$ cat src/rtl/pokey_audio_mixer.sv
// pokey_audio_mixer
// Mixes NCH unsigned channel volumes through a registered binary adder tree, with per-channel
// mute and left/right pan registers, and drives a first-order sigma-delta DAC from the mono sum.
//
// Ports:
//   clk        system clock
//   rst_n      asynchronous active-low reset
//   enn        clock enable; every register advances only on enabled edges
//   aud_in     channel volumes, channel i at [i*AW +: AW]
//   reg_we     register write strobe
//   reg_sel    0 = mute register, 1 = pan register
//   reg_wdata  register write data
//   mute_q     mute register (bit i = 1 silences channel i)
//   pan_q      pan register (bit i = 1 routes channel i right)
//   audio      mono sum of unmuted channels
//   audio_l    sum of unmuted channels panned left
//   audio_r    sum of unmuted channels panned right
//   dac_out    sigma-delta bitstream of audio
module pokey_audio_mixer #(
    parameter int unsigned    NCH     = 4,
    parameter int unsigned    AW      = 4,
    parameter logic [NCH-1:0] PAN_RST = '0
) (
    input  logic                        clk,
    input  logic                        rst_n,
    input  logic                        enn,
    input  logic [NCH*AW-1:0]           aud_in,
    input  logic                        reg_we,
    input  logic                        reg_sel,
    input  logic [NCH-1:0]              reg_wdata,
    output logic [NCH-1:0]              mute_q,
    output logic [NCH-1:0]              pan_q,
    output logic [AW+$clog2(NCH)-1:0]   audio,
    output logic [AW+$clog2(NCH)-1:0]   audio_l,
    output logic [AW+$clog2(NCH)-1:0]   audio_r,
    output logic                        dac_out
);

    localparam int unsigned LV = $clog2(NCH);
    localparam int unsigned OW = AW + LV;
    localparam int unsigned NP = 1 << LV;     // leaves after zero-padding to a power of two
    localparam int unsigned NN = 2 * NP - 1;  // nodes in the heap-ordered tree

    // Heap layout: node 0 is the root, node i has children 2i+1 and 2i+2, leaves sit at
    // NP-1 .. NN-1. Every node is one register, so a leaf reaches the root after LV edges.
    // All nodes carry OW bits; the sum can never exceed that width.
    logic [OW-1:0] mono_q  [NN];
    logic [OW-1:0] left_q  [NN];
    logic [OW-1:0] right_q [NN];

    logic [OW-1:0] leaf_m [NP];
    logic [OW-1:0] leaf_l [NP];
    logic [OW-1:0] leaf_r [NP];

    logic [OW:0]   acc_q;

    // Masked leaf values; padding leaves beyond NCH stay zero.
    always_comb begin
        for (int c = 0; c < NP; c++) begin
            leaf_m[c] = '0;
            leaf_l[c] = '0;
            leaf_r[c] = '0;
        end
        for (int c = 0; c < NCH; c++) begin
            if (!mute_q[c]) begin
                leaf_m[c] = OW'(aud_in[c*AW +: AW]);
                if (pan_q[c]) begin
                    leaf_r[c] = OW'(aud_in[c*AW +: AW]);
                end else begin
                    leaf_l[c] = OW'(aud_in[c*AW +: AW]);
                end
            end
        end
    end

    always_ff @(posedge clk or negedge rst_n) begin
        if (!rst_n) begin
            mute_q <= '0;
            pan_q  <= PAN_RST;
            acc_q  <= '0;
            for (int i = 0; i < NN; i++) begin
                mono_q[i]  <= '0;
                left_q[i]  <= '0;
                right_q[i] <= '0;
            end
        end else if (enn) begin
            // Leaves are loaded from the pre-write mute/pan values on a same-edge write.
            if (reg_we) begin
                if (reg_sel) begin
                    pan_q <= reg_wdata;
                end else begin
                    mute_q <= reg_wdata;
                end
            end
            for (int i = 0; i < NP - 1; i++) begin
                mono_q[i]  <= mono_q[2*i+1]  + mono_q[2*i+2];
                left_q[i]  <= left_q[2*i+1]  + left_q[2*i+2];
                right_q[i] <= right_q[2*i+1] + right_q[2*i+2];
            end
            for (int c = 0; c < NP; c++) begin
                mono_q[NP-1+c]  <= leaf_m[c];
                left_q[NP-1+c]  <= leaf_l[c];
                right_q[NP-1+c] <= leaf_r[c];
            end
            // Carry out of the OW-bit residue is the DAC bit; the carry is dropped next edge.
            acc_q <= {1'b0, acc_q[OW-1:0]} + {1'b0, mono_q[0]};
        end
    end

    assign audio   = mono_q[0];
    assign audio_l = left_q[0];
    assign audio_r = right_q[0];
    assign dac_out = acc_q[OW];

endmodule

$ cat config.mk
export PLATFORM = sky130hd
export DESIGN_NAME = pokey_audio_mixer
export DESIGN_NICKNAME = d
export VERILOG_FILES = /design/src/rtl/pokey_audio_mixer.sv
export SDC_FILE = /design/constraint.sdc
export NUM_CORES = 1
export LEC_CHECK = 0
export CORE_ASPECT_RATIO = 1.25
export CORE_MARGIN = 2
export CORE_UTILIZATION = 38
export CTS_BUF_LIST = sky130_fd_sc_hd__clkbuf_4 sky130_fd_sc_hd__clkbuf_8
export CTS_CLUSTER_SIZE = 14
export DETAILED_ROUTE_END_ITERATION = 10
export MAX_ROUTING_LAYER = met4
export PLACE_DENSITY = 0.54
export SYNTH_ARGS = -nofsm -noshare
export SYNTH_HDL_FRONTEND = slang
export SYNTH_SLANG_ARGS = --single-unit
$ cat constraint.sdc
create_clock -name clk -period 2.2 [get_ports clk]
set_input_delay 0.44 -clock clk [delete_from_list [all_inputs] [get_ports clk]]
set_output_delay 0.44 -clock clk [all_outputs]
set_load 0.1 [all_outputs]
==> metrics.txt, run 1 <==
count of boundary I/O pins=52; proportion of synthesized chip area in sequential cells=0.476; dominant cell by count in the synthesized netlist=sky130_fd_sc_hd__dfrtp_1; TritonCTS clock tree=yes; antenna violations before repair=0; required time worst endpoint=2.52 ns; post-CTS setup repair buffer count=0; pin count of the biggest net entering global routing=70; number of nets in the finished design=637; HPWL reported at the end of detailed placement=8.87 mm; most frequent cells after synthesis=111 x sky130_fd_sc_hd__dfrtp_1, 45 x sky130_fd_sc_hd__ha_1, 45 x sky130_fd_sc_hd__inv_1; Final Instance Count excl. Fillers=742; detailed-route DRC error count=0; startpoint type of the worst setup path=register; cell count after synthesis=522; Routed WL=12.3 mm; status=complete, no violations; IR Drop Worst-Case VDD=0.000455 V; Storage cell area=2780 um^2; Overall Power=7670 uW; Longest Clk Path Bufs=2; Clock Tree Root=sky130_fd_sc_hd__clkbuf_8; Synth Flop Type=sky130_fd_sc_hd__dfrtp_1; TritonCTS Sinks=111; detailed-routing iteration count for the pre-antenna-repair pass=4; antenna diode count=0; Distinct cells, synth=43; Cell Area, Synth=5840 um^2; time the final worst path needs with I/O delays and setup=1.71 ns; total die area=16400 um^2; CP Class=register to register; number of hold violations in the final report=0; post_cts resized=0; insertion delay to the later sink of the worst-skew pair=0.39 ns; final worst clock skew=0.00961 ns; core footprint=15000 um^2; number of global-route vias before repair=4049; Max-Cap Viols=0; Critical Path Slowest Stage Cell=sky130_fd_sc_hd__dfrtp_1; P_leak=0.00294 uW; syn_nets=602; worst min path class=input pin to asynchronous set/reset pin; global-route wire length before repair=20.8 mm; via count normalized by instance count=5.30; type of element capturing the critical path=register; family with the most delay on the worst path=adder cells; count of fill cells added during filler insertion=1442; #FFs+latches synth=111; area delta synth->final=12.0%; routed vias=3931; Slew Viols, Final=0; Final Setup Violations=0; post-DR wirelength/cell=16.5 um; Power per Cell Area=1170 nW/um^2; slack of the worst reg-to-reg path=0.49 ns; RD Place Congestion=0.744; fraction of layout instances using a drive strength above 1=0.146; placed cell count=727; effective utilization at floorplan=0.389; top cells by area in the synthesized netlist=sky130_fd_sc_hd__dfrtp_1 48%, sky130_fd_sc_hd__ha_1 9.6%, sky130_fd_sc_hd__mux2_2 5.4%, sky130_fd_sc_hd__o2bb2ai_1 3.7%, sky130_fd_sc_hd__fa_1 3.4%; H-tree levels=3; largest area contributor in the synthesized netlist=sky130_fd_sc_hd__dfrtp_1; clk slew on worst S/H paths=0.10 ns; die width=115 um; total congestion overflow after global routing=0; EDFF count, synth=0; Critical path buffers and inverters=0; logic depth of the worst path, buffers included=5; footprint of the multi-input gates=2650 um^2; highest clock frequency the design can meet=0.584 GHz; share of synthesized registers carrying an async set or reset=1.00; final-layout worst hold slack=0.470 ns; final core area utilization=0.435; unrepaired setup endpoints after global routing=false; max incr delay on CP=0.41 ns; DRT antenna net count=0; number of warnings issued by yosys=0; maximum net fanout on the critical path=3; final period utilization=0.779; number of cells on the worst reg-to-reg path=5; clock buffer count from CTS=9; setup_tns=0 ns; transition at the pin with the smallest max-transition slack=0.733 ns; height of the die=143 um; total number of placement rows=50; slew margin rel.=0.511; total routing usage reported by global routing=0.170; share of the synthesized area in the top cell type=0.476; WP data arrival=2.04 ns; iteration-0 DRC count of the detailed router=146; input/output buffers=51; mean instance size in the synthesized netlist=11.2 um^2; worst path cell trace=ha_1 -> fa_1 -> a21oi_1 -> a2bb2oi_1 -> o211a_1
## metal layers
| layer | vias to the layer above | part of all wire | track usage |
|---|---|---|---|
| li1 | 1910 | - | - |
| met1 | 1952 | 0.46 | 0.220 |
| met2 | 54 | 0.49 | 0.268 |
| met3 | 15 | 0.024 | 0.0307 |
| met4 | 0 | 0.019 | 0.0590 |
| met5 | - | 0 | - |
## worst register-to-register path, stage by stage (launching register included)
cell	delay [ns]
sky130_fd_sc_hd__dfrtp_1	0.41
sky130_fd_sc_hd__ha_1	0.25
sky130_fd_sc_hd__fa_1	0.41
sky130_fd_sc_hd__a21oi_1	0.21
sky130_fd_sc_hd__a2bb2oi_1	0.23
sky130_fd_sc_hd__o211a_1	0.15
## cell families (layout without fill, tap and decap cells)
logic type               count (synthesis)  after routing  share of synthesized area
multiplexers                            34             34                     0.0643
buffers and inverters                   83            121                     0.0701
XOR/XNOR                                10             10                     0.0150
AND/OR/NAND/NOR                        113            113                      0.104
flip-flops                             111            111                      0.476
AO/OA/AOI/OAI                          116            116                      0.140
adder cells (fa/ha/maj)                 55             55                      0.131
## area by class of cell
class,count,area share
Inverter,46,0.0264
Multi-Input combinational cell,328,0.406
Clock inverter,4,0.00383
Clock buffer,10,0.0201
Tap cell,182,0.0348
Timing Repair Buffer,61,0.0842
Sequential cell,111,0.425
## worst paths after layout
check / from / endpoint
max: audio[0] / acc_q[4]
min: rst_n / audio_r[1]
max reg2reg: audio[0] / acc_q[4]
min reg2reg: audio_l[3] / audio_l[3]
max in group asynchronous: rst_n / left_q[19]
min in group clk: audio_l[3] / audio_l[3]
## cells in the final DEF, fill, tap and decap left out, types with 4 or more instances in the layout
master,Yosys,layout
sky130_fd_sc_hd__buf_4,19,34
sky130_fd_sc_hd__clkbuf_8,0,9
sky130_fd_sc_hd__nor2b_1,9,9
sky130_fd_sc_hd__o21ai_1,5,5
sky130_fd_sc_hd__xnor2_1,10,10
sky130_fd_sc_hd__mux2i_1,6,6
sky130_fd_sc_hd__inv_1,45,45
sky130_fd_sc_hd__a21o_1,4,4
sky130_fd_sc_hd__fa_1,10,10
sky130_fd_sc_hd__o2bb2ai_1,25,25
sky130_fd_sc_hd__clkdlybuf4s50_1,0,22
sky130_fd_sc_hd__ha_1,45,45
sky130_fd_sc_hd__a31oi_1,8,8
sky130_fd_sc_hd__dfrtp_1,111,111
sky130_fd_sc_hd__nand2b_1,25,25
sky130_fd_sc_hd__nand2_1,33,33
sky130_fd_sc_hd__nand4_1,9,9
sky130_fd_sc_hd__nor2_1,11,11
sky130_fd_sc_hd__or3_1,10,10
sky130_fd_sc_hd__mux2_2,28,28
sky130_fd_sc_hd__o21ai_0,18,18
sky130_fd_sc_hd__a211oi_1,4,4
sky130_fd_sc_hd__o22ai_1,9,9
sky130_fd_sc_hd__or4_1,8,8
sky130_fd_sc_hd__o2111ai_1,9,9
sky130_fd_sc_hd__a21oi_1,14,14
## flip-flops by register name, indices dropped and copies added (netlist names), 6 cells and up
name / flops
acc_q: 7
right_q: 26
left_q: 26
audio_l: 6
audio_r: 6
audio: 6
mono_q: 26
## metrics by stage
stage,cell area (um^2),setup slack (ns)
global route,6540,0.357
detailed placement,6370,0.497
CTS,6540,0.483
floorplan,5840,0.620
global placement,6370,0.529
finish,6540,0.486
## timing repair
action	4_1_cts	5_1_grt
endpoints found under the hold margin	17	0
setup endpoints to repair	0	0
hold buffers	1	0
## where the power goes
group          switching, uW  internal [uW]  leakage (uW)
Clock                    687            409     0.0000774
Combinational           2450           1220       0.00145
Sequential               367           2540       0.00141
Note: power is estimated with default switching activity, not from simulation.
==> run 2, diff against run 1 <==
- PLACE_DENSITY: 0.54 -> 0.56
- clock period: 2.2 -> 1.51 ns (I/O delays scaled with it)
==> metrics.txt, run 2 (synthesized netlist as in run 1, its figures left out) <==
Routed WL=13.1 mm (+6.9%); count of boundary I/O pins=52 (unchanged); required time worst endpoint=1.82 ns (-0.70 ns); startpoint of the worst setup timing path=audio[0]; detailed-routing iteration count for the pre-antenna-repair pass=4 (unchanged); Clock Tree Root=sky130_fd_sc_hd__clkbuf_8; number of nets in the finished design=679 (+6.6%); input/output buffers=51 (unchanged); height of the die=143 um (unchanged); routed vias=4153 (+5.6%); startpoint type of the worst setup path=register; pin count of the biggest net entering global routing=63 (-10%); crit path setup slack, layout=-0.0139 ns (-0.500 ns); WP data arrival=1.84 ns (-0.20 ns); reg2reg start=audio[0]; final core area utilization=0.508 (+0.0722); RD Place Congestion=0.804 (+8.1%); relative contribution of sequential cells to total power=0.317 (-0.062); Slew Viols, Final=0 (unchanged); type of element capturing the critical path=register; time the final worst path needs with I/O delays and setup=1.52 ns (-0.190 ns); unrepaired setup endpoints after global routing=true; total die area=16400 um^2 (unchanged); via count normalized by instance count=5.29 (-0.14%); IR Drop Worst-Case VDD=0.000709 V (+56%); Final Instance Count excl. Fillers=785 (+5.8%); worst slack after detailed placement=-0.0498 ns (-0.547 ns); number of global-route vias before repair=4380 (+8.2%); insertion delay to the later sink of the worst-skew pair=0.38 ns (about the same); status=complete, but fails checks; area delta synth->final=30.5%; HPWL reported at the end of detailed placement=9.47 mm (+6.8%); placed cell count=753 (+3.6%); worst min path class=input pin to asynchronous set/reset pin; total routing usage reported by global routing=0.175 (+0.00474); switching part of the total power=0.407 (-0.0499); highest clock frequency the design can meet=0.656 GHz (+12%); fraction of layout instances using a drive strength above 1=0.287 (+0.140); antenna violations before repair=0 (unchanged); Power per Cell Area=1810 nW/um^2 (+55%); final worst clock skew=0.0105 ns (+0.000882 ns); proportion of power drawn by the clock network=0.158 (+0.015); core footprint=15000 um^2 (unchanged); total congestion overflow after global routing=0 (unchanged); transition at the pin with the smallest max-transition slack=0.636 ns (-0.0972 ns); Max-Cap Viols=0 (unchanged); TritonCTS Sinks=111 (unchanged); Regs by FF count=left_q (26), mono_q (26), right_q (26); slew margin rel.=0.576 (+0.0649); post-DR wirelength/cell=16.7 um (+1.0%); final period utilization=1.01 (+0.230); antenna diode count=0 (unchanged); maximum net fanout on the critical path=2 (-1); Final Setup Violations=1 (+1); CP Class=register to register; P_leak=0.00331 uW (+13%); clk slew on worst S/H paths=0.10 ns (about the same); clock buffer count from CTS=9 (unchanged); top library cells by usage in the layout, fill and taps aside=110 x sky130_fd_sc_hd__dfrtp_1, 43 x sky130_fd_sc_hd__inv_1, 43 x sky130_fd_sc_hd__buf_4, 33 x sky130_fd_sc_hd__nand2_1, 32 x sky130_fd_sc_hd__buf_12; number of hold violations in the final report=0 (unchanged); total number of placement rows=50 (unchanged); DRT antenna net count=0 (unchanged); global-route wire length before repair=21.8 mm (+4.7%); Longest Clk Path Bufs=2 (unchanged); count of fill cells added during filler insertion=1372 (-4.9%); effective utilization at floorplan=0.389 (unchanged); switching power of the nets=5620 uW (+61%); H-tree levels=3 (unchanged); die width=115 um (unchanged); TritonCTS clock tree=yes; failing checks=negative setup slack; iteration-0 DRC count of the detailed router=167 (+14%); detailed-route DRC error count=0 (unchanged); Combinational Power Share=0.525 (+0.047); Power Internal=8210 uW (+97%); most common cell after layout, fill and taps aside=sky130_fd_sc_hd__dfrtp_1
[run 2: area by class of cell]
type                            count  area [um^2]  share of cell area
Clock buffer                       12          159              0.0208
Tap cell                          182          228              0.0299
Clock inverter                      3         90.1              0.0118
Sequential cell                   111         2780               0.365
Inverter                           46          173              0.0227
Timing Repair Buffer              103         1240               0.163
Multi-Input combinational cell    328         2950               0.387
[run 2: timing repair]
item                                   in CTS  in global routing
endpoints found under the hold margin      20                  0
setup buffers                               6                 10
setup endpoints to repair                  16                 30
pin swaps                                  11                 20
cloned                                      0                  0
hold buffers                                1                  0
gates resized for setup                    19                 31
[run 2: per-stage QoR]
step | hold slack (ns) | power [uW] | setup TNS, ns | cell area, um^2
6_report | 0.370 | 13800 | -0.0139 | 7620
3_5_place_dp | 0.240 | 11100 | -0.231 | 6970
4_1_cts | 0.375 | 13600 | -0.0190 | 7340
5_1_grt | 0.401 | 14600 | -0.426 | 7620
3_3_place_gp | 0.236 | 11000 | -0.273 | 6970
2_1_floorplan | 0.00641 | 8840 | 0 | 5880
[run 2: critical path, stage by stage, from the launching register on]
cell and delay, ns:
sky130_fd_sc_hd__dfrtp_1 0.39, sky130_fd_sc_hd__ha_2 0.21, sky130_fd_sc_hd__fa_2 0.39, sky130_fd_sc_hd__a21oi_4 0.16, sky130_fd_sc_hd__a2bb2oi_2 0.16, sky130_fd_sc_hd__o211a_1 0.15
[run 2: power by group through the flow]
stage | registers, uW | clock network (uW) | logic (uW)
after floorplan | 4540 | 0 | 4310
after global placement | 4350 | 0 | 6660
after detailed placement | 4380 | 0 | 6760
after CTS | 4330 | 2240 | 7030
after global routing | 4490 | 2360 | 7790
final | 4380 | 2190 | 7260
[run 2: final timing paths]
check,end,slack (ns),cells past startpoint
max in group asynchronous,left_q[33],0.62,3
worst max-delay path,acc_q[4],-0.01,5
worst max register to register,acc_q[4],-0.01,5
min in group clk,mono_q[1],0.46,3
worst min register to register,left_q[21],0.50,1
worst min-delay path,right_q[7],0.37,2
[run 2: metal layers]
metal	track usage	up-vias	wire (um)
li1	-	1998	-
met1	0.211	2079	5620
met2	0.298	60	6910
met3	0.0221	16	298
met4	0.0640	0	284
met5	-	-	0
